## src/rtl/ceas_alarma.sv

```systemverilog
// Timekeeping and alarm core: prescaled hh:mm:ss counter, load-edge handling for
// time and alarm settings, and the ringer FSM with stop, snooze and ring timeout.
module ceas_alarma #(
  parameter int unsigned TICKS_PER_SEC  = 50000000,
  parameter int unsigned DURATA_SUNA    = 60,
  parameter int unsigned DURATA_AMANARE = 300
) (
  input  logic       clock,
  input  logic       reset,
  input  logic [4:0] ore_in,
  input  logic [5:0] minute_in,
  input  logic       load_timp,
  input  logic       load_alarma,
  input  logic       alarma_en,
  input  logic       semnal_oprire,
  input  logic       semnal_amanare,
  output logic [4:0] ore,
  output logic [5:0] minute,
  output logic [5:0] secunde,
  output logic [4:0] ore_alarma,
  output logic [5:0] minute_alarma,
  output logic       sec_puls,
  output logic       sonerie
);

  localparam int unsigned PW = $clog2(TICKS_PER_SEC);
  localparam logic [PW-1:0] PrescLast = PW'(TICKS_PER_SEC - 1);
  localparam logic [8:0] SunaLast    = 9'(DURATA_SUNA - 1);
  localparam logic [8:0] AmanareLast = 9'(DURATA_AMANARE - 1);

  typedef enum logic [1:0] {StAsteptare, StSuna, StAmanat} state_e;

  logic [PW-1:0] presc_q, presc_d;
  logic [4:0]    ore_q, ore_d;
  logic [5:0]    minute_q, minute_d;
  logic [5:0]    secunde_q, secunde_d;
  logic [4:0]    ore_al_q;
  logic [5:0]    minute_al_q;
  logic          ld_timp_q, ld_timp_prev_q;
  logic          ld_alarma_q, ld_alarma_prev_q;
  logic          sec_puls_q;
  state_e        state_q;
  logic [8:0]    sec_ctr_q;
  logic          sonerie_q;

  logic in_valid, time_load, alarm_load, tick, advance, match;

  // Load decode, prescaler wrap and next time value; a time load overrides the tick.
  always_comb begin
    in_valid   = (ore_in <= 5'd23) && (minute_in <= 6'd59);
    time_load  = ld_timp_q & ~ld_timp_prev_q & in_valid;
    alarm_load = ld_alarma_q & ~ld_alarma_prev_q & in_valid;
    tick       = (presc_q == PrescLast);
    advance    = tick & ~time_load;

    presc_d   = presc_q + PW'(1);
    ore_d     = ore_q;
    minute_d  = minute_q;
    secunde_d = secunde_q;

    if (time_load) begin
      presc_d   = '0;
      ore_d     = ore_in;
      minute_d  = minute_in;
      secunde_d = '0;
    end else if (tick) begin
      presc_d = '0;
      if (secunde_q == 6'd59) begin
        secunde_d = '0;
        if (minute_q == 6'd59) begin
          minute_d = '0;
          ore_d    = (ore_q == 5'd23) ? 5'd0 : ore_q + 5'd1;
        end else begin
          minute_d = minute_q + 6'd1;
        end
      end else begin
        secunde_d = secunde_q + 6'd1;
      end
    end

    // Only a real advance can match; landing on the alarm time by a load does not ring.
    match = advance && alarma_en && (secunde_d == 6'd0) &&
            (minute_d == minute_al_q) && (ore_d == ore_al_q);
  end

  // Running time, prescaler, load-edge history and the second pulse.
  always_ff @(posedge clock or posedge reset) begin
    if (reset) begin
      presc_q          <= '0;
      ore_q            <= '0;
      minute_q         <= '0;
      secunde_q        <= '0;
      ld_timp_q        <= 1'b0;
      ld_timp_prev_q   <= 1'b0;
      ld_alarma_q      <= 1'b0;
      ld_alarma_prev_q <= 1'b0;
      sec_puls_q       <= 1'b0;
    end else begin
      presc_q          <= presc_d;
      ore_q            <= ore_d;
      minute_q         <= minute_d;
      secunde_q        <= secunde_d;
      ld_timp_q        <= load_timp;
      ld_timp_prev_q   <= ld_timp_q;
      ld_alarma_q      <= load_alarma;
      ld_alarma_prev_q <= ld_alarma_q;
      sec_puls_q       <= advance;
    end
  end

  // Stored alarm time; reloading does not disturb the ringer state.
  always_ff @(posedge clock or posedge reset) begin
    if (reset) begin
      ore_al_q    <= '0;
      minute_al_q <= '0;
    end else if (alarm_load) begin
      ore_al_q    <= ore_in;
      minute_al_q <= minute_in;
    end
  end

  // Ringer FSM; sonerie is registered alongside the state so it tracks StSuna exactly.
  always_ff @(posedge clock or posedge reset) begin
    if (reset) begin
      state_q   <= StAsteptare;
      sec_ctr_q <= '0;
      sonerie_q <= 1'b0;
    end else begin
      unique case (state_q)
        StAsteptare: begin
          if (match) begin
            state_q   <= StSuna;
            sec_ctr_q <= '0;
            sonerie_q <= 1'b1;
          end
        end
        StSuna: begin
          if (!alarma_en || semnal_oprire) begin
            state_q   <= StAsteptare;
            sonerie_q <= 1'b0;
          end else if (semnal_amanare) begin
            state_q   <= StAmanat;
            sec_ctr_q <= '0;
            sonerie_q <= 1'b0;
          end else if (advance) begin
            if (sec_ctr_q == SunaLast) begin
              state_q   <= StAsteptare;
              sonerie_q <= 1'b0;
            end else begin
              sec_ctr_q <= sec_ctr_q + 9'd1;
            end
          end
        end
        StAmanat: begin
          if (!alarma_en || semnal_oprire) begin
            state_q   <= StAsteptare;
            sonerie_q <= 1'b0;
          end else if (advance) begin
            if (sec_ctr_q == AmanareLast) begin
              state_q   <= StSuna;
              sec_ctr_q <= '0;
              sonerie_q <= 1'b1;
            end else begin
              sec_ctr_q <= sec_ctr_q + 9'd1;
            end
          end
        end
        default: begin
          state_q   <= StAsteptare;
          sonerie_q <= 1'b0;
        end
      endcase
    end
  end

  assign ore           = ore_q;
  assign minute        = minute_q;
  assign secunde       = secunde_q;
  assign ore_alarma    = ore_al_q;
  assign minute_alarma = minute_al_q;
  assign sec_puls      = sec_puls_q;
  assign sonerie       = sonerie_q;

endmodule

```

## config.mk

```make
export PLATFORM = sky130hd
export DESIGN_NAME = ceas_alarma
export DESIGN_NICKNAME = d
export VERILOG_FILES = /design/src/rtl/ceas_alarma.sv
export SDC_FILE = /design/constraint.sdc
export NUM_CORES = 1
export LEC_CHECK = 0
export ABC_AREA = 1
export CELL_PAD_IN_SITES_DETAIL_PLACEMENT = 1
export CELL_PAD_IN_SITES_GLOBAL_PLACEMENT = 1
export CORE_ASPECT_RATIO = 0.8
export CORE_MARGIN = 4
export CORE_UTILIZATION = 40
export CTS_CLUSTER_DIAMETER = 40
export CTS_CLUSTER_SIZE = 30
export DETAILED_ROUTE_END_ITERATION = 7
export PLACE_DENSITY = 0.86
export SYNTH_ARGS = -nofsm -noshare
export SYNTH_HDL_FRONTEND = slang
export SYNTH_SLANG_ARGS = --single-unit
```

## constraint.sdc

```tcl
create_clock -name clock -period 3.3 [get_ports clock]
set_clock_uncertainty 0.2 [all_clocks]
set_input_delay 0.495 -clock clock [delete_from_list [all_inputs] [get_ports clock]]
set_output_delay 0.495 -clock clock [all_outputs]
set_load 0.05 [all_outputs]
```

== Word level (Yosys, flattened, before mapping) ==
Cells that the tools add are included.

* Output and inout bits: 30
* Word-level logic and storage cells: 102
* Bits of input ports: 18
* Flip-flop bits (word level): 71

* Multiplexer cells: 41
* Add/sub/neg operators: 5
* Eq/ne operators: 20
* Reductions and logical operators: 12
* Bitwise operators: 8
* Order comparisons: 2

{| class="wikitable"
|+ Operators by type and width
! kind !! number
|-
| $mux 9 || 8
|-
| $mux 26 || 2
|-
| $mux 6 || 7
|-
| $pmux 9 s3 || 1
|-
| $add 26x1->26 const B || 1
|-
| $eq 26x26->1 const B || 1
|-
| $mux 5 || 5
|-
| $mux 2 || 8
|-
| $add 6x1->6 const B || 2
|-
| $eq 6x6->1 const B || 2
|-
| $ne 3x3->1 const B || 4
|-
| $add 9x1->9 const B || 1
|-
| $eq 9x6->1 const B || 1
|-
| $eq 9x9->1 const B || 1
|-
| $mux 1 || 8
|-
| $ne 2x2->1 const B || 4
|-
| $ne 4x4->1 const B || 2
|-
| $reduce_and 7->1 || 1
|-
| $eq 6x6->1 || 1
|-
| $le 6x6->1 const B || 1
|-
| $logic_not 6->1 || 1
|-
| $pmux 2 s3 || 1
|-
| $add 5x1->5 const B || 1
|-
| $and 1x1->1 || 5
|-
| other kinds (13) || 19
|}

== Longest topological paths before layout ==
Gate-level depths: netlist of the first run.

* Word-level depth: 11
* Mapped depth: 21
* Depth with buffers taken out: 21

== Least setup slack after synthesis of the first run ==
Ideal clock, no wire load.

* Kind: flip-flop to flip-flop
* Start: register minute_q[1] (netlist: minute[1])
* End: register sonerie_q (netlist: sonerie)
* Data arrival time: 2.419 ns
* Clock period less this slack: 2.738 ns
* Setup time: 0.119 ns
* Path buffers: 1
* Data required time: 2.981 ns
* Setup slack: 0.562 ns
* Cell stages (with the launch flop): 18
* Cells stage by stage: dfrtp_1 ha_1 nand2_1 nor2_1 nand2_2 nor3b_2 nand3_2 nand2_1 nand3_1 nand2_1 nand2_1 nand3_1 nor2_2 nand2_2 nand2_4 buf_8 nand3_1 nand2_1

* Longest elaborated chain between the ends: 10
* Elaborated cells on any way between the ends: 16
* Classes of those cells: add/sub (1); eq/ne (4); mux (8); reduce/logical (3)

{| class="wikitable"
|+ RTL lines
! element !! RTL line !! text
|-
| start, declared || 35 || <nowiki>logic [5:0] minute_q, minute_d;</nowiki>
|-
| start signal, assigned || 101 || <nowiki>minute_q <= minute_d;</nowiki>
|-
| $add 6x1->6 / $eq 6x6->1 (equally long branches) || 74, 70 ||
|-
| $mux 6 || 70 || <nowiki>if (minute_q == 6'd59) begin</nowiki>
|-
| $mux 6 || 68 || <nowiki>if (secunde_q == 6'd59) begin</nowiki>
|-
| $mux 6 || 66 || <nowiki>end else if (tick) begin</nowiki>
|-
| $mux 6 || 61 || <nowiki>if (time_load) begin</nowiki>
|-
| $eq 6x6->1 || 83 || <nowiki>(minute_d == minute_al_q) && (ore_d == ore_al_q);</nowiki>
|-
| $logic_and 1x1->1 || 82 || <nowiki>match = advance && alarma_en && (secunde_d == 6'd0) &&</nowiki>
|-
| $logic_and 1x1->1 * || 83 ||
|-
| $ne 2x2->1 (no line) * || -- ||
|-
| $reduce_and 5->1 (no line) * || -- ||
|-
| end signal, assigned || 127 || <nowiki>sonerie_q <= 1'b0;</nowiki>
|-
| end signal, assigned || 134 || <nowiki>sonerie_q <= 1'b1;</nowiki>
|-
| end signal, assigned || 140 || <nowiki>sonerie_q <= 1'b0;</nowiki>
|-
| end, declared || 44 || <nowiki>logic sonerie_q;</nowiki>
|}

Mark *: on every way between the ends. The rest lies on a longest branch, timed or not.
A chain may end at the register's enable or synchronous reset.

== Final worst setup path of the first run ==
* Start: register presc_q[0]
* End: register sec_ctr_q[4]

* Longest elaborated chain between the ends: 9
* Elaborated cells on any way between the ends: 19
* Classes of those cells: eq/ne (6); mux (6); bitwise (1); reduce/logical (6)

{| class="wikitable"
|+ RTL lines
! element !! RTL line !! text
|-
| start, declared || 33 || <nowiki>logic [PW-1:0] presc_q, presc_d;</nowiki>
|-
| start signal, assigned || 99 || <nowiki>presc_q <= presc_d;</nowiki>
|-
| $eq 26x26->1 * || 53 || <nowiki>tick = (presc_q == PrescLast);</nowiki>
|-
| $mux 6 || 66 ||
|-
| $mux 6 || 61 ||
|-
| $logic_not 6->1 || 82 ||
|-
| $logic_and 1x1->1 (2 in a row) || 82 ||
|-
| $logic_and 1x1->1 || 83 ||
|-
| $ne 2x2->1 (no line) || -- ||
|-
| $reduce_and 7->1 (no line) * || -- ||
|-
| end signal, assigned || 150 || <nowiki>sec_ctr_q <= sec_ctr_q + 9'd1;</nowiki>
|-
| end signal, assigned || 164 || <nowiki>sec_ctr_q <= sec_ctr_q + 9'd1;</nowiki>
|-
| end, declared || 43 || <nowiki>logic [8:0] sec_ctr_q;</nowiki>
|}

Marked as above.

==> summary.md, run 1 <==
| Metric | Value |
|---|---|
| Outcome | finished, final reports clean |
| CTS max path bufs | 2 |
| Site Rows | 34 |
| Post-Layout Cell Count | 851 |
| WP data arrival | 3.06 ns |
| # IOs | 48 |
| H-tree levels | 3 |
| Leak | 2.60 nW |
| Gr usage total | 0.226 |
| Clk pwr share | 0.320 |
| Final Hold Fails | 0 |
| CP required | 3.32 ns |
| Switch share | 0.374 |
| Vias per Instance | 5.25 |
| Via count | 4467 |
| Clock-pin slew on the worst setup and hold paths | 0.06 ns |
| Antenna-violating nets left | 0 |
| Routed len/inst | 16.6 um |
| FMAX | 0.329 GHz |
| Final routed DRC violation total | 0 |
| Final setup vio count | 0 |
| TritonCTS Sinks | 71 |
| Period utilization | 0.922 |
| Setup Fix Bufs, Post-CTS | 0 |
| Die width | 127 um |
| Worst setup EP type | flop |
| Dpl cells | 835 |
| Root Buffer | clkbuf_16 |
| Mean post-synth cell area | 7.04 um2 |
| ANT cells | 0 |
| Setup TNS | 0 ns |
| Die area | 13100 um2 |
| Cts hold-fix bufs | 0 |
| Layout Nets | 730 |
| Flop and latch count out of synthesis | 71 |
| Worst-skew pair later-pin latency | 0.34 ns |
| Most frequent cells in the layout | nand2_1 (184), nor2_1 (78), inv_1 (74) |
| Net Sw Power | 1.10 mW |
| Max Cap Viol | 0 |
| TritonCTS clock tree | yes |
| Area growth syn-to-layout | 21.6% |
| HP Class | flop to flop |
| WL final | 14.1 mm |
| Power density over the cells | 530 nW/um2 |
| 1st-pass router iterations | 4 |
| Slew margin rel. | 0.542 |
| DP Wirelength | 10.5 mm |
| First-iteration detailed-routing DRC count | 257 |
| Minimum clock period | 3.04 ns |
| Post-Syn Nets | 672 |
| Synth cell types | 36 |
| Seq/Total Area, Yosys | 0.391 |
| Synthesized instance count | 645 |
| Crit-path max FO | 14 |
| Flop pwr share | 0.367 |
| I/O Buffers | 47 |
| Unrepaired setup endpoints after global routing | no |
| Final Max Slew Viols | 0 |
| Vias in the first global route | 4876 |
| Crit Path Class | flop to flop |
| Commonest non-fill, non-tap cell in the layout | nand2_1 |
| Starting density of the core | 0.414 |
| Worst setup SP type | flop |
| Combinational share of power | 0.313 |
| Global-route wire length before repair | 23.9 mm |
| Largest net degree at the start of global routing | 43 |
| YS warnings | 0 |
| GPL Wtd Cong | 0.856 |
| Share of layout cells above drive strength 1 | 0.116 |
| Maximum vdd drop | 0.000291 V |
| Internal Power | 1.83 mW |
| Die Y | 103 um |
| Slew @ Worst Pin | 0.686 ns |
| Antenna violations before repair | 0 |
| Worst hold margin | 0.186 ns |
| CTS buffer count | 9 |
| Gr ovfl total | 0 |
| Syn Std Cell Area | 4540 um2 |
| CORE AREA | 11000 um2 |
## cell usage after synthesis, drive strengths merged
master,number,area [um2]
nor2,91,404
inv,82,308
o21ai,26,130
xnor2,3,26.3
clkbuf,4,15.0
nand2,200,803
o21a,2,15.0
nor3b,2,20.0
dfrtp,71,1780
o31ai,1,7.51
xor2,6,52.6
a31oi,1,6.26
or2,8,50.1
nor2b,1,6.26
o211ai,2,15.0
nand3,75,410
nand4,12,75.1
nor3,20,110
buf,6,52.5
nor4,2,12.5
nand3b,2,15.0
a21oi,16,80.1
ha,9,113
a211oi,3,35.0
## worst paths after layout
kind / start / slack (ns) / cells past startpoint / endpoint
setup / recovery: presc_q[0] / 0.26 / 16 / sec_ctr_q[4]
setup reg to reg: presc_q[0] / 0.26 / 16 / sec_ctr_q[4]
min in group asynchronous: reset / 0.38 / 2 / sec_ctr_q[0]
hold / removal: ld_timp_q / 0.19 / 0 / ld_timp_prev_q
max in group asynchronous: reset / 1.84 / 3 / minute[2]
hold reg to reg: ld_timp_q / 0.19 / 0 / ld_timp_prev_q
## cell families after synthesis
logic type      Yosys count  share of synthesized area
xor+xnor                  9                     0.0174
simple gates            413                      0.420
buf+inv                  92                     0.0827
flops                    71                      0.391
compound gates           51                     0.0637
fa+ha+maj                 9                     0.0248
## critical path: stages (launching register included)
cell	delay (ns)
dfrtp_1	0.38
ha_2	0.23
nand3_2	0.14
nor2_1	0.21
nand2_2	0.13
nor2_4	0.22
o31ai_1	0.11
o211ai_1	0.13
nand2_1	0.14
nor2_1	0.22
nand3_1	0.14
nor2_1	0.16
nand2_2	0.09
nand2_4	0.16
nand2_4	0.11
nand2_1	0.08
nand2_1	0.07
## layer usage
metal	routed length [um]	global-route usage
met1	6330	0.279
met2	6830	0.397
met3	634	0.0483
met4	305	0.0750
met5	0	0
## sequential cells by signal, summed over array words and instances, names as in the netlist
register	flops
ld_timp_prev_q	1
ld_alarma_q	1
ld_alarma_prev_q	1
sec_ctr_q	9
minute_alarma	6
sonerie	1
minute	6
ore	5
secunde	6
ld_timp_q	1
state_q	2
ore_alarma	5
sec_puls	1
presc_q	26
## metrics by stage
step / power, mW / util / cell area, um2 / worst slack, ns
after floorplan: 1.69 / - / 4540 / 0.562
after global placement: 1.94 / 0.475 / 5220 / 0.215
after detailed placement: 1.99 / 0.475 / 5220 / 0.0864
after CTS: 2.94 / 0.501 / 5500 / 0.247
after global routing: 3.08 / 0.503 / 5520 / 0.00218
final: 2.93 / 0.503 / 5520 / 0.258
## area by class of cell
class	instances	area (um2)
clock buffers	12	267
clock inverters	3	17.5
fillers	1430	5460
inverters	82	308
multi-input cells	483	2410
flip-flops and latches	71	1780
well taps	144	180
repair buffers	56	563
## power by group through the flow
stage,logic (mW),registers (mW),clock network (mW)
final,0.916,1.07,0.937
after global routing,1.00,1.09,0.993
after CTS,0.917,1.07,0.950
after detailed placement,0.907,1.08,0
after global placement,0.862,1.08,0
after floorplan,0.459,1.23,0
## what timing repair did
| action | 4_1_cts | 5_1_grt |
|---|---|---|
| hold endpoints to repair | 0 | 0 |
| gates resized for setup | 0 | 4 |
| endpoints found under the setup margin | 0 | 12 |
Power figures use the tool's default switching activity.
==> run 2, diff against run 1 <==
Settings changed: SKIP_CTS_REPAIR_TIMING set to 1.
Clock period 3.3 ns to 3.2 ns, I/O delays scaled along.
==> run 2 against run 1 <==
  * Worst hold slack worse by 0.0050 ns
  * Die area stayed put
  * Highest routed layer unchanged
  * Clock power is 0.7% lower
  * Core utilization hardly changed
  * First-iteration DRC count is 14% lower
  * Power is 1.3% higher
  * Cell count is 0.24% higher
  * Sequential power hardly changed
  * Setup slack worse by 0.012 ns
  * Routed wire length is 4.2% lower
  * Global-route usage is 0.73 points lower
==> summary.md, run 2 (synthesis gave the netlist of run 1 again) <==
| Metric | Value |
|---|---|
| Outcome | finished, final reports clean |
| Via count | 4432 (-0.78%) |
| Area growth syn-to-layout | 21.7% (about the same) |
| Worst reg2reg path depth | 18 (+2) |
| Leak | 2.63 nW (+0.97%) |
| Site Rows | 34 (unchanged) |
| Share of layout cells above drive strength 1 | 0.113 (-0.00315) |
| Dpl cells | 836 (+0.12%) |
| Final routed DRC violation total | 0 (unchanged) |
| Routed len/inst | 15.8 um (-4.5%) |
| Crit path max-delay cell type | dfrtp_1 |
| Slew margin rel. | 0.631 (+0.0888) |
| Layout Nets | 733 (+0.41%) |
| Antenna-violating nets left | 0 (unchanged) |
| Capturing point of the worst reg2reg path | sonerie |
| Worst-skew pair later-pin latency | 0.34 ns (about the same) |
| Vias per Instance | 5.20 (-1.0%) |
| Largest Register | presc_q |
| CTS buffer count | 9 (unchanged) |
| WL final | 13.5 mm (-4.2%) |
| Max Cap Viol | 0 (unchanged) |
| # IOs | 48 (unchanged) |
| HP Class | flop to flop |
| 1st-pass router iterations | 4 (unchanged) |
| Crit Path Class | flop to flop |
| Unrepaired setup endpoints after global routing | no |
| Setup TNS | 0 ns (unchanged) |
| Commonest non-fill, non-tap cell in the layout | nand2_1 |
| Die width | 127 um (unchanged) |
| Gr usage total | 0.218 (-0.00731) |
| Global-route wire length before repair | 22.9 mm (-4.0%) |
| Final Max Slew Viols | 0 (unchanged) |
| Period utilization | 0.923 (+0.00136) |
| Crit-path max FO | 14 (unchanged) |
| I/O Buffers | 47 (unchanged) |
| CTS max path bufs | 2 (unchanged) |
| Final core utilization | 0.503 (about the same) |
| ANT cells | 0 (unchanged) |
| Worst setup SP type | flop |
| CORE AREA | 11000 um2 (unchanged) |
| FMAX | 0.338 GHz (+3.0%) |
| Post-Layout Cell Count | 853 (+0.24%) |
| Antenna violations before repair | 0 (unchanged) |
| Hold Crit Endpoint | ld_timp_prev_q |
| Worst Hold Depth | 0 (unchanged) |
| Max reg flops | 26 (unchanged) |
| Vias in the first global route | 4690 (-3.8%) |
| Die Y | 103 um (unchanged) |
| Final setup vio count | 0 (unchanged) |
| Clock-pin slew on the worst setup and hold paths | 0.05 ns (about the same) |
| Crit path top cell by count | nand2_1 |
| Root Buffer | clkbuf_16 |
| First-iteration detailed-routing DRC count | 222 (-14%) |
| GPL Wtd Cong | 0.882 (+3.0%) |
| TritonCTS clock tree | yes |
| R2R Setup Slk | 0.25 ns (about the same) |
| WP data arrival | 2.98 ns (-0.08 ns) |
| CP max stage delay | 0.37 ns (about the same) |
| Largest net degree at the start of global routing | 32 (-26%) |
| Worst r2r src | presc_q[0] |
| DP Wirelength | 10.4 mm (-1.5%) |
| Worst hold start | ld_timp_q |
| Most frequent cells in the layout | nand2_1 (185), nor2_1 (78), inv_1 (74) |
| Worst-path cell chain | ha_1, nand3_2, nor2_4, nand2_2, nor2_4, nand2_2, nor2_4, nand3_1, nor2_1, nand2_1, nor2_1, nand3_1, nor2_1, nand2_2, nand2_4, nand2_1, nand2_1, nand2_1 |
| Worst setup EP type | flop |
| TritonCTS Sinks | 71 (unchanged) |
| Starting density of the core | 0.414 (unchanged) |
| Die area | 13100 um2 (unchanged) |
| Top flop regs | presc_q x26, sec_ctr_q x9 |
| Slew @ Worst Pin | 0.552 ns (-0.134 ns) |
| Gr ovfl total | 0 (unchanged) |
| CP required | 3.23 ns (-0.09 ns) |
| Maximum vdd drop | 0.000306 V (+5.2%) |
| Final Hold Fails | 0 (unchanged) |
| H-tree levels | 3 (unchanged) |
| Minimum clock period | 2.95 ns (-0.0878 ns) |
| Power density over the cells | 536 nW/um2 (+1.2%) |
## run 2: final cells by class
class	instances	area (um2)
Clock buffer	13	260
Clock inverter	1	5.00
Fill cell	1405	5450
Inverter	82	308
Multi-Input combinational cell	482	2400
Sequential cell	71	1780
Tap cell	144	180
Timing Repair Buffer	60	593
## run 2: metal layers
metal / share of wire / wire [um] / vias up / track usage
met4: 0.018 / 237 / 0 / 0.0651
li1: - / - / 2183 / -
met2: 0.48 / 6430 / 70 / 0.380
met5: 0 / 0 / - / 0
met3: 0.032 / 433 / 19 / 0.0431
met1: 0.47 / 6400 / 2160 / 0.279
## run 2: metrics by stage
step | area (um2) | setup WS [ns] | power [mW] | hold WS [ns]
3_5_place_dp | 5220 | 0.0225 | 2.04 | 0.173
3_3_place_gp | 5220 | 0.126 | 2.00 | 0.160
2_1_floorplan | 4540 | 0.462 | 1.74 | 0.154
5_1_grt | 5530 | 0.000583 | 3.13 | 0.194
6_report | 5530 | 0.245 | 2.96 | 0.181
4_1_cts | 5490 | 0.194 | 2.99 | 0.185
## run 2: worst max-delay path by stage
stage                     cells after the start            to  slack [ns]          from
final                                        18       sonerie        0.25    presc_q[0]
after global routing                         20  sec_ctr_q[4]      0.0006    secunde[0]
after CTS                                    20  sec_ctr_q[4]        0.19    presc_q[0]
after detailed placement                     16  sec_ctr_q[4]        0.02  minute_in[4]
after global placement                       16  sec_ctr_q[8]        0.13  minute_in[4]
after floorplan                              17       sonerie        0.46     minute[1]
## run 2: worst max-delay path: cells and delay by family, from the launching register on
family        cells  cell delay, ns
fa+ha+maj         1            0.24
flops             1            0.37
simple gates     17            2.02
## run 2: where the power goes
group / internal, mW / leakage, nW / total (mW) / switching (mW)
clock network: 0.558 / 0.132 / 0.930 / 0.373
logic: 0.314 / 1.57 / 0.931 / 0.617
registers: 0.992 / 0.929 / 1.10 / 0.111
==> run 3, diff against run 2 <==
Settings changed: CTS_CLUSTER_DIAMETER 40 to 200.
==> results of run 3 <==
Final layout, timing and power as in run 2 (identical DEF).
==> RTL edit 1: new RTL, config.mk and constraints of run 3 <==
Register the input `semnal_amanare` before use, with the module's reset. The logic sees it one clock later. The other inputs are not delayed to match.
--- a/src/rtl/ceas_alarma.sv
+++ b/src/rtl/ceas_alarma.sv
@@ -30,4 +30,14 @@
 
   typedef enum logic [1:0] {StAsteptare, StSuna, StAmanat} state_e;
+
+  logic semnal_amanare_q;
+
+  always_ff @(posedge clock or posedge reset) begin
+    if (reset) begin
+      semnal_amanare_q <= '0;
+    end else begin
+      semnal_amanare_q <= semnal_amanare;
+    end
+  end
 
   logic [PW-1:0] presc_q, presc_d;
@@ -139,5 +149,5 @@
             state_q   <= StAsteptare;
             sonerie_q <= 1'b0;
-          end else if (semnal_amanare) begin
+          end else if (semnal_amanare_q) begin
             state_q   <= StAmanat;
             sec_ctr_q <= '0;
Formal check against the unedited RTL: same outputs for any inputs over 10 cycles, from zero or initial values and one cycle with reset high; that may be too few to reach the edited logic, so the function may still have changed.
==> RTL edit 1 against run 3 <==
- routed wire length is 13% higher
- area after synthesis decreased by 0.80%
- total power up 11%
- worst setup slack lost 0.047 ns
- sequential cell count grew 1
- fmax fell by 1.6%
- via count is 5.6% higher
- final area grew 1.7%
- highest routed layer unchanged
==> RTL edit 1: results <==
drt:
  ant_nets: 0
  dr.first_iter.drc_count: 269
  vias: 4678
  routedWlPerCell_microns: 17.7
  dr.pass1.iters: 4
synthesis:
  synthArstFlopShare: 1.00
  synth_adder_area_share: 0.0250
  seq_area_frac_synth: 0.400
  synthXorXnorAreaFrac: 0.0233
  synth_cell_types: 36
  synth_mux_area_frac: 0.00250
  yosysWarnings: 0
  synth_compound_area_frac: 0.0620
  ys_top_cells_by_area: "dfrtp_1 40%, nand2_1 16%, nand3_1 7.4%, inv_1 6.7%, nor2_1 6.3%"
  synth_nets: 678
  synth_commonest_cells: "193 x nand2_1, 80 x inv_1, 76 x nor2_1, 72 x dfrtp_1, 67 x nand3_1"
cells_and_area:
  fin_nets: 741
  antenna_cells: 0
  nFillCells: 1408
  final_layout_size_suffix_gt1_frac: 0.113
  top_regs: "presc_q x26, sec_ctr_q x9"
cts:
  cts.clk_slew.worst_paths_ns: 0.06
  clock_path_buffers: 2
  numCtsBuffers: 9
sta:
  relSlewSlack: 0.641
  fmax_ghz: 0.333
pwr:
  p_leak_uw: 0.00272
  irDropWorstVdd_mv: 0.413
  internal_power_uw: 2100
setup_path:
  arrival_ns: 3.07
  cp_max_fo: 9
  reg2regPathDepth: 21
  critPathTopFamily: "simple AND/OR/NAND/NOR gates"
  slowest_stage: "dfrtp_1"
  critPathLaunch: "presc_q[0]"
  slowest_delay_ns: 0.36
  crit_path_end: "sec_ctr_q[7]"
  r2r_setup_slack_ns: 0.20
placement:
  dp_hpwl_mm: 10.7
  globalplace.congestion: 0.880
  port_buffers: 47
  pre_cts_slack_ns: -0.0334
global_route:
  grt_start_max_net_pins: 73
  antenna_found_initial: 0
  grt_first_pass_wirelength_mm: 24.3
  grt_pass1_vias: 4817
  grt_usage: 0.233
outcome:
  status: "finished, final reports clean"
min_path:
  worstHoldStart: "ld_timp_q"
  min_to: "ld_timp_prev_q"
  hold_class: "reg2reg"
## RTL edit 1: cell count changes after synthesis, moves of 3 or more
cell	delta
a21oi_1	+4
nand2_4	-3
or2_2	+3
nand2_2	-6
inv_1	+5
nand2_1	+8
nor3_1	-4
nand3_2	-5
## RTL edit 1: final cells by class
class	count	area (sq um)	area share
timing repair buffer	65	634	0.113
clock buffer	14	274	0.0488
inverter	90	338	0.0601
tap	144	180	0.0321
multi-input combinational	476	2330	0.415
clock inverter	2	60.1	0.0107
sequential	72	1800	0.321
## RTL edit 1: per-layer routing
layer,vias up,GRT usage,share of wire
met5,-,0,0
met4,0,0.0561,0.018
met1,2319,0.312,0.44
met2,141,0.397,0.49
li1,2188,-,-
met3,30,0.0430,0.053
## RTL edit 1: cells by family after synthesis
| family | after synthesis |
|---|---|
| AO/OA/AOI/OAI | 52 |
| XOR/XNOR | 12 |
| adder cells (fa/ha/maj) | 9 |
| buffers and inverters | 103 |
| flip-flops | 72 |
| multiplexers | 1 |
| AND/OR/NAND/NOR | 402 |
## RTL edit 1: power by group through the flow
stage          clock network (uW)  registers (uW)  logic [uW]
5_1_grt                      1200            1130        1110
4_1_cts                      1160            1120         998
3_3_place_gp                    0            1120         928
2_1_floorplan                   0            1280         492
6_report                     1140            1120        1030
3_5_place_dp                    0            1130         978
## RTL edit 1: stage by stage
step | cell area, sq um | total power [uW] | hold slack (ns) | instances
2_1_floorplan | 4500 | 1770 | 0.154 | 651
3_3_place_gp | 5190 | 2050 | 0.164 | 841
3_5_place_dp | 5190 | 2110 | 0.175 | 841
4_1_cts | 5520 | 3270 | 0.189 | 857
5_1_grt | 5620 | 3450 | 0.201 | 863
6_report | 5620 | 3290 | 0.181 | 863
==> RTL edit 2: new RTL, flow settings as in run 3 <==
Without the edit above. `TICKS_PER_SEC`: 50000000 -> 100000000.
--- a/src/rtl/ceas_alarma.sv
+++ b/src/rtl/ceas_alarma.sv
@@ -2,5 +2,5 @@
 // time and alarm settings, and the ringer FSM with stop, snooze and ring timeout.
 module ceas_alarma #(
-  parameter int unsigned TICKS_PER_SEC  = 50000000,
+  parameter int unsigned TICKS_PER_SEC  = 100000000,
   parameter int unsigned DURATA_SUNA    = 60,
   parameter int unsigned DURATA_AMANARE = 300
Function: no difference found for any inputs over 10 cycles, from zero or initial values and one cycle with reset high; that may be too few to reach the edited logic, so the function may still have changed.
==> RTL edit 2 against run 3 <==
- sequential cell count grew 1
- worst setup slack gained 0.0076 ns
- die area is 2.4% higher
- area after synthesis up 2.6%
- total power increased by 5.6%
- final area increased by 3.8%
- routed wire length up 5.6%
==> RTL edit 2: results <==
drt:
  dr.pass1.iters: 4
  dr.first_iter.drc_count: 249
  routedWlPerCell_microns: 16.2
  vias: 4580
  drc: 0
placement:
  dp_hpwl_mm: 10.6
  globalplace.congestion: 0.844
  port_buffers: 47
  dp_cells: 859
global_route:
  grt_pass1_vias: 4809
  grt_usage: 0.220
  grt_first_pass_wirelength_mm: 24.1
  antenna_found_initial: 0
  grt_start_max_net_pins: 73
synthesis:
  seq_area_frac_synth: 0.387
  synthFlopType: "dfrtp_1"
  synth_nets: 691
  ys_top_cells_by_area: "dfrtp_1 39%, nand2_1 17%, inv_1 7.3%, nand3_1 6.3%, nor2_1 4.7%"
  synth_cell_types: 41
  syn_area_per_cell_sq_um: 7.02
  synth_commonest_cells: "212 x nand2_1, 90 x inv_1, 72 x dfrtp_1, 59 x nand3_1, 58 x nor2_1"
  synthArstFlopShare: 1.00
cells_and_area:
  antenna_cells: 0
  register_area_sq_mm: 0.00180
  multi_input_comb_cells: 485
  n_sequential_cell: 72
  largest_reg_flops: 27
  top_regs: "presc_q x27, sec_ctr_q x9"
  fin_nets: 758
  nFillCells: 1429
  clk_share: 0.0500
  multi_input_area_sq_mm: 0.00247
  inverters: 98
  non_clock_buffer_count: 65
  final_layout_size_suffix_gt1_frac: 0.122
  nClkBuffers: 14
  final_cells: 880
  buf_share: 0.110
sta:
  finalHoldViolCount: 0
  worstMarginPinSlew_ns: 0.541
pwr:
  irDropWorstVdd_mv: 0.330
  p_leak_uw: 0.00290
  p_clk_frac: 0.316
  sw_frac_of_total: 0.376
  seq_power_uw: 1120
  p_seq_frac: 0.358
cts:
  clk_latency_ns: 0.34
  root_buffer: "clkbuf_16"
  numCtsBuffers: 9
  clock_path_buffers: 2
setup_path:
  critPathTopFamily: "simple AND/OR/NAND/NOR gates"
  arrival_ns: 3.03
  slowest_stage: "dfrtp_1"
  slowest_delay_ns: 0.41
  cp_max_fo: 8
min_path:
  hold_class: "reg2reg"
outcome:
  status: "finished, final reports clean"
job:
  maxCapViolations: 0
-- RTL edit 2: cell count changes in the layout (fill, tap and decap cells not counted), moves of 4 or more --
cell | run 3 | this run
nand2_1 | 185 | 212
nor3_1 | 18 | 14
nor3b_1 | 1 | 5
nor2_1 | 78 | 56
nand3_2 | 7 | 3
buf_4 | 11 | 16
inv_1 | 74 | 89
xor2_1 | 6 | 10
nand3_1 | 68 | 59
-- RTL edit 2: metrics by stage --
step | hold slack [ns] | worst slack, ns | area, sq um
floorplan | 0.146 | 0.287 | 4660
global placement | 0.152 | 0.0805 | 5380
detailed placement | 0.161 | -0.0412 | 5380
CTS | 0.181 | 0.147 | 5670
global route | 0.190 | -0.0129 | 5730
finish | 0.179 | 0.253 | 5730
-- RTL edit 2: cell families (layout without fill, tap and decap cells) --
group / Yosys count / in the layout / synth area share
xor gates and xnor gates: 11 / 11 / 0.0207
and+or+nand+nor: 412 / 413 / 0.407
buffers and inverters: 108 / 179 / 0.0929
adders and majority gates: 9 / 9 / 0.0242
DFF: 72 / 72 / 0.387
AOI/OAI and AO/OA: 52 / 52 / 0.0680
-- RTL edit 2: final timing paths --
kind,from,end,slack [ns],cells after the start
worst max-delay path,presc_q[0],sec_ctr_q[0],0.25,18
worst min-delay path,ld_alarma_q,ld_alarma_prev_q,0.18,0
worst max register to register,presc_q[0],sec_ctr_q[0],0.25,18
worst min register to register,ld_alarma_q,ld_alarma_prev_q,0.18,0
max in group asynchronous,reset,secunde[0],2.12,3
min in group asynchronous,reset,ore_alarma[4],0.32,3
-- RTL edit 2: per-layer routing --
layer | vias up | GRT usage | routed length [microns]
met5 | - | 0 | 0
met1 | 2260 | 0.289 | 6710
met4 | 0 | 0.0367 | 98
li1 | 2238 | - | -
met3 | 9 | 0.0518 | 519
met2 | 73 | 0.373 | 6930
